--- src/rtl/miner_pkg.sv ---
// Shared mining-datapath definitions: fetch FSM states, block geometry and RAM
// address width used by block_fetch and mem_manager.
package miner_pkg;

  localparam int ADDR_W        = 28;
  localparam int WORD_W        = 32;
  localparam int NUM_WORDS_DEF = 24;
  localparam int TIMEOUT_DEF   = 255;

  typedef logic [ADDR_W-1:0] addr_t;
  typedef logic [WORD_W-1:0] word_t;

  typedef enum logic [1:0] {
    ST_IDLE,
    ST_ISSUE,
    ST_WAIT,
    ST_HOLD
  } fetch_state_t;

  // Byte address of a block word; the 28-bit space wraps silently.
  function automatic addr_t word_addr(input addr_t base, input int unsigned index);
    return base + addr_t'(index << 2);
  endfunction

endpackage

--- src/rtl/block_regfile.sv ---
// Word store for one mining block: indexed single-word writes, the whole
// block presented flat with word 0 in the most significant bits.
module block_regfile
  import miner_pkg::*;
#(
  parameter int NUM_WORDS = NUM_WORDS_DEF,
  parameter int IDX_W     = $clog2(NUM_WORDS + 1)
) (
  input  logic                        clk,
  input  logic                        reset,
  input  logic                        wr_en,
  input  logic [IDX_W-1:0]            wr_index,
  input  word_t                       wr_data,
  output logic [WORD_W*NUM_WORDS-1:0] data
);

  word_t words [NUM_WORDS];

  always_ff @(posedge clk) begin
    if (!reset) begin
      for (int i = 0; i < NUM_WORDS; i++) begin
        words[i] <= '0;
      end
    end else if (wr_en && (int'(wr_index) < NUM_WORDS)) begin
      words[wr_index] <= wr_data;
    end
  end

  for (genvar g = 0; g < NUM_WORDS; g++) begin : g_flat
    assign data[WORD_W*(NUM_WORDS-g)-1 -: WORD_W] = words[g];
  end

endmodule

--- src/rtl/block_fetch.sv ---
// Fetches one mining block word by word from the RAM master with a single
// outstanding read, a per-word timeout and a hold-until-accepted handoff.
module block_fetch
  import miner_pkg::*;
#(
  parameter int NUM_WORDS = NUM_WORDS_DEF,
  parameter int TIMEOUT   = TIMEOUT_DEF
) (
  input  logic                        clk,
  input  logic                        reset,
  input  logic                        start,
  input  logic [ADDR_W-1:0]           base_addr,
  output logic                        rd_go,
  output logic [ADDR_W-1:0]           rd_addr,
  input  logic                        rd_data_avail,
  input  logic [WORD_W-1:0]           rd_data,
  output logic [WORD_W*NUM_WORDS-1:0] block_data,
  output logic                        block_valid,
  input  logic                        block_ready,
  output logic                        busy,
  output logic                        timeout_err
);

  localparam int IDX_W  = $clog2(NUM_WORDS + 1);
  localparam int TCNT_W = $clog2(TIMEOUT + 1);

  fetch_state_t      state;
  logic [IDX_W-1:0]  index;
  logic [TCNT_W-1:0] tcount;
  addr_t             base_q;
  logic              last_word;
  logic              word_wr;

  assign last_word = (index == IDX_W'(NUM_WORDS - 1));
  assign word_wr   = (state == ST_WAIT) && rd_data_avail;

  // Returned data wins over a timeout landing in the same cycle.
  always_ff @(posedge clk) begin
    if (!reset) begin
      state       <= ST_IDLE;
      index       <= '0;
      tcount      <= '0;
      base_q      <= '0;
      rd_go       <= 1'b0;
      rd_addr     <= '0;
      block_valid <= 1'b0;
      busy        <= 1'b0;
      timeout_err <= 1'b0;
    end else begin
      rd_go       <= 1'b0;
      timeout_err <= 1'b0;
      case (state)
        ST_IDLE: begin
          if (start) begin
            base_q  <= base_addr;
            index   <= '0;
            tcount  <= '0;
            rd_go   <= 1'b1;
            rd_addr <= word_addr(base_addr, 32'd0);
            busy    <= 1'b1;
            state   <= ST_ISSUE;
          end
        end
        ST_ISSUE: begin
          state <= ST_WAIT;
        end
        ST_WAIT: begin
          if (rd_data_avail) begin
            tcount <= '0;
            index  <= index + IDX_W'(1);
            if (last_word) begin
              block_valid <= 1'b1;
              state       <= ST_HOLD;
            end else begin
              rd_go   <= 1'b1;
              rd_addr <= word_addr(base_q, 32'(index) + 32'd1);
              state   <= ST_ISSUE;
            end
          end else if (tcount == TCNT_W'(TIMEOUT - 1)) begin
            timeout_err <= 1'b1;
            busy        <= 1'b0;
            state       <= ST_IDLE;
          end else begin
            tcount <= tcount + TCNT_W'(1);
          end
        end
        ST_HOLD: begin
          if (block_ready) begin
            block_valid <= 1'b0;
            busy        <= 1'b0;
            state       <= ST_IDLE;
          end
        end
        default: begin
          state <= ST_IDLE;
          busy  <= 1'b0;
        end
      endcase
    end
  end

  block_regfile #(
    .NUM_WORDS(NUM_WORDS),
    .IDX_W    (IDX_W)
  ) u_regfile (
    .clk     (clk),
    .reset   (reset),
    .wr_en   (word_wr),
    .wr_index(index),
    .wr_data (rd_data),
    .data    (block_data)
  );

endmodule

--- config.mk ---
export PLATFORM = sky130hd
export DESIGN_NAME = block_fetch
export DESIGN_NICKNAME = d
export VERILOG_FILES = /design/src/rtl/miner_pkg.sv /design/src/rtl/block_regfile.sv /design/src/rtl/block_fetch.sv
export SDC_FILE = /design/constraint.sdc
export NUM_CORES = 1
export LEC_CHECK = 0
export BUFFER_PORTS_ARGS = -buffer_cell sky130_fd_sc_hd__buf_4
export CORE_AREA = 2 2 337 339
export DETAILED_ROUTE_END_ITERATION = 16
export DIE_AREA = 0 0 339 341
export SLEW_MARGIN = 5
export SYNTH_ARGS = -nofsm -noshare
export SYNTH_HDL_FRONTEND = slang
export SYNTH_SLANG_ARGS = --single-unit
--- constraint.sdc ---
create_clock -name clk -period 5.25 [get_ports clk]
set_input_delay 0.2625 -clock clk [delete_from_list [all_inputs] [get_ports clk]]
set_output_delay 0.2625 -clock clk [all_outputs]
set_load 0.005 [all_outputs]
==> impl_metrics.yaml <==
outcome:
  status: "completed"
global_routing:
  grt_pass1_vias: 20400
  grt_pass1_wl_mm: 166
  gr-total-overflow: 0
  grt_usage_pct: 20.5
  grt_max_degree: 64
  antenna_found_initial: 15
floorplan:
  die_h_um: 341
  io-pin-count: 865
  dieArea_um2: 116000
  initial_core_util_pct: 29.2
  core_um2: 112000
  die_width_um: 339
  num_rows: 123
synthesis:
  synthCells: 2202
  synth_seq_cells: 843
  syn-num-nets: 2281
  synth-seq-area-share_pct: 75.2
  syn_avg_cell_area_um2: 14.8
  synth_cell_type_count: 59
  ys.warnings.count: 0
  syn_area_um2: 32700
critical_path:
  crit_fanout: 32
  start_kind: "flip-flop"
  r2r_end: "u_regfile.words[18][27]$_SDFFCE_PN0P_"
  r2r_cells: 5
  arrival_ps: 4020
  r2r-start: "state[1]$_SDFFE_PN0P_"
  critical_path_class: "reg2reg"
  required_ps: 5520
  end_kind: "flip-flop"
  ff2ff_setup_slack_ps: 1500
sta:
  rsz0062_at_grt: "no"
  fin_crit_sh_pct: 71.4
  finalHoldViolations: 0
  fmax_ghz: 0.267
  fin_worst_skew_ps: 47.9
  finalCriticalPeriod_ps: 3750
  fin_setup_tns_ps: 0
  setup_viol: 0
  final_max_slew_viol_count: 0
  tightest_slew_ps: 1300
  relSlewSlack_pct: 13.1
  timing.final.ws_setup_ps: 1500
power:
  ir_drop_v: 0.000234
  p_leak_nw: 17.6
  powerDensity_nw_per_um2: 353
worst_hold_path:
  hold_class: "in2reg"
  holdPathEnd: "rd_addr[23]$_SDFFE_PN0P_"
  hold_depth: 3
  worstHoldStart: "reset"
cells_and_area:
  fillers: 10400
  nets: 3136
  register_area_um2: 24600
  area_growth_pct: 36.0
  multi_input_area_um2: 7670
  drive_gt1_share_pct: 35.3
clock_network:
  cts_tree: "done"
  cts_buffers: 92
  clk_path_buf_depth: 3
  cts_resized: 0
  clk_latency_ps: 690
  cts_root_buffer: "clkbuf_16"
  post_cts_buffers: 0
  cts.htree.levels: 3
  clk_pin_slew_ps: 60
  clock_sinks: 843
route:
  vias_per_cell: 4.52
  via_count: 21000
  route.detailed.drc: 0
  routed_wl_mm: 122
  drt_iter0_markers: 1906
  drt-wirelength-per-cell_um: 26.4
  drt_pass1_iterations: 5
  final_antenna_net_count: 0
run:
  drv_cap: 0
placement:
  place_congestion: 0.790
  preCtsSetupSlack_ps: 1490
  dp_hpwl_mm: 82.5
  portBuffers: 864
-- worst max path at each step --
stage               cells past startpoint  slack [ps]                   from                                    end
finish                                  5        1500  state[1]$_SDFFE_PN0P_  u_regfile.words[18][27]$_SDFFCE_PN0P_
detailed placement                      5        1490  state[1]$_SDFFE_PN0P_  u_regfile.words[18][25]$_SDFFCE_PN0P_
floorplan                               7        1330  state[1]$_SDFFE_PN0P_   u_regfile.words[16][0]$_SDFFCE_PN0P_
global route                            5        1240  state[1]$_SDFFE_PN0P_  u_regfile.words[18][27]$_SDFFCE_PN0P_
CTS                                     5        1470  state[1]$_SDFFE_PN0P_  u_regfile.words[18][27]$_SDFFCE_PN0P_
global placement                        5        1600                  reset  u_regfile.words[14][26]$_SDFFCE_PN0P_
-- cells in the mapped netlist (all sizes together) --
master	n	share of area, %
and2	773	15
edfxtp	768	71
clkbuf	155	1.9
nand2	111	1.3
dfxtp	75	4.6
o21ai	46	0.73
nor2	43	0.74
a21boi	29	0.67
a21oi	24	0.41
nand3	19	0.31
xor2	18	0.48
buf	17	0.29
xnor2	14	0.38
ha	13	0.50
inv	11	0.13
a22o	10	0.27
o221ai	8	0.21
nand4	7	0.18
nor2b	7	0.16
and3	6	0.11
o211a	6	0.18
nand2b	4	0.077
a21o	3	0.069
a31oi	3	0.057
and4	3	0.084
nor3	3	0.046
or3	3	0.057
a22oi	2	0.046
nand3b	2	0.046
nor4	2	0.084
o211ai	2	0.046
o22ai	2	0.038
a222oi	1	0.031
a41oi	1	0.027
and4bb	1	0.050
fa	1	0.061
mux2i	1	0.031
nor4b	1	0.073
o2111ai	1	0.046
o21a	1	0.023
o21bai	1	0.023
o2bb2ai	1	0.027
o41a	1	0.034
or2	1	0.019
or3b	1	0.027
-- state kept, by name, indices dropped and copies added, names as in the netlist --
register and flops:
tcount 8, rd_addr 28, rd_go 1, base_q 28, u_regfile.words 768, timeout_err 1
index 5, block_valid 1, state 2, busy 1
-- per-layer routing --
| metal | track usage [%] | vias to the layer above | wire length (um) |
|---|---|---|---|
| met2 | 36.5 | 989 | 63400 |
| met3 | 4.38 | 152 | 9330 |
| met1 | 24.8 | 10600 | 46800 |
| li1 | - | 9315 | - |
| met5 | 0 | - | 0 |
| met4 | 6.09 | 0 | 2910 |
-- area by class of cell --
type | count | share of cell area [%]
Antenna cell | 10 | 0.0563
Clock buffer | 111 | 5.41
Clock inverter | 59 | 1.76
Inverter | 11 | 0.0929
Multi-Input combinational cell | 1176 | 17.3
Sequential cell | 843 | 55.3
Tap cell | 1500 | 4.22
Timing Repair Buffer | 933 | 15.9
-- per-stage QoR --
step | util, % | hold WS, ps | cell area [um2] | instances | power (mW)
2_1_floorplan | - | 407 | 32700 | 2202 | 8.15
3_3_place_gp | 36.6 | 455 | 40900 | 4433 | 9.01
3_5_place_dp | 36.6 | 462 | 40900 | 4433 | 9.02
4_1_cts | 39.7 | 51.4 | 44400 | 4633 | 15.8
5_1_grt | 39.7 | 105 | 44400 | 4633 | 16.1
6_report | 39.7 | 110 | 44400 | 4643 | 15.7
-- where the power goes --
part           internal, mW  leakage, nW  switching [mW]
combinational         0.458         7.81           0.685
clock                  4.00         1.53            2.81
sequential             7.60         8.22           0.127
-- worst max-delay path, cell delays in order, from the launching register on --
cell and delay (ps):
dfxtp_1 480, nor2b_4 430, nand3_2 180, a21oi_4 210, nand2_1 730, o21ai_4 1270
-- layout by cell type (no fill, tap or decap), types with 4 or more instances in the layout --
master / count
inv_1: 11
edfxtp_1: 768
o21ai_0: 17
ha_1: 13
clkinv_2: 14
dfxtp_1: 75
dlygate4sd3_1: 30
bufinv_16: 14
a21boi_0: 29
nand3_1: 18
xnor2_1: 14
clkbuf_1: 17
nand4_1: 6
diode_2: 10
nor2_1: 18
and3_1: 6
a21oi_1: 22
nor2_2: 14
a22o_1: 10
clkinv_16: 4
clkinv_1: 14
o211a_1: 6
clkbuf_16: 93
buf_4: 903
nor2b_1: 6
o21ai_1: 4
clkinvlp_4: 6
o21ai_4: 23
o221ai_1: 8
nor2_4: 11
xor2_1: 18
nand2_1: 110
and2_1: 773
-- cell families (layout without fill, tap and decap cells) --
| kind of cell | after synthesis | count (layout) | synth area share (%) |
|---|---|---|---|
| adders and majority gates | 14 | 14 | 0.559 |
| other | 0 | 10 | 0 |
| muxes | 1 | 1 | 0.0306 |
| and+or+nand+nor | 987 | 987 | 18.1 |
| buffers and inverters | 183 | 1114 | 2.30 |
| AOI/OAI and AO/OA | 142 | 142 | 2.94 |
| DFF | 843 | 843 | 75.2 |
| xor gates and xnor gates | 32 | 32 | 0.858 |
-- repair_timing --
item	4_1_cts	5_1_grt
hold endpoints to repair	62	0
endpoints found under the setup margin	0	0
hold buffers	30	0
Power figures use the tool's default switching activity.
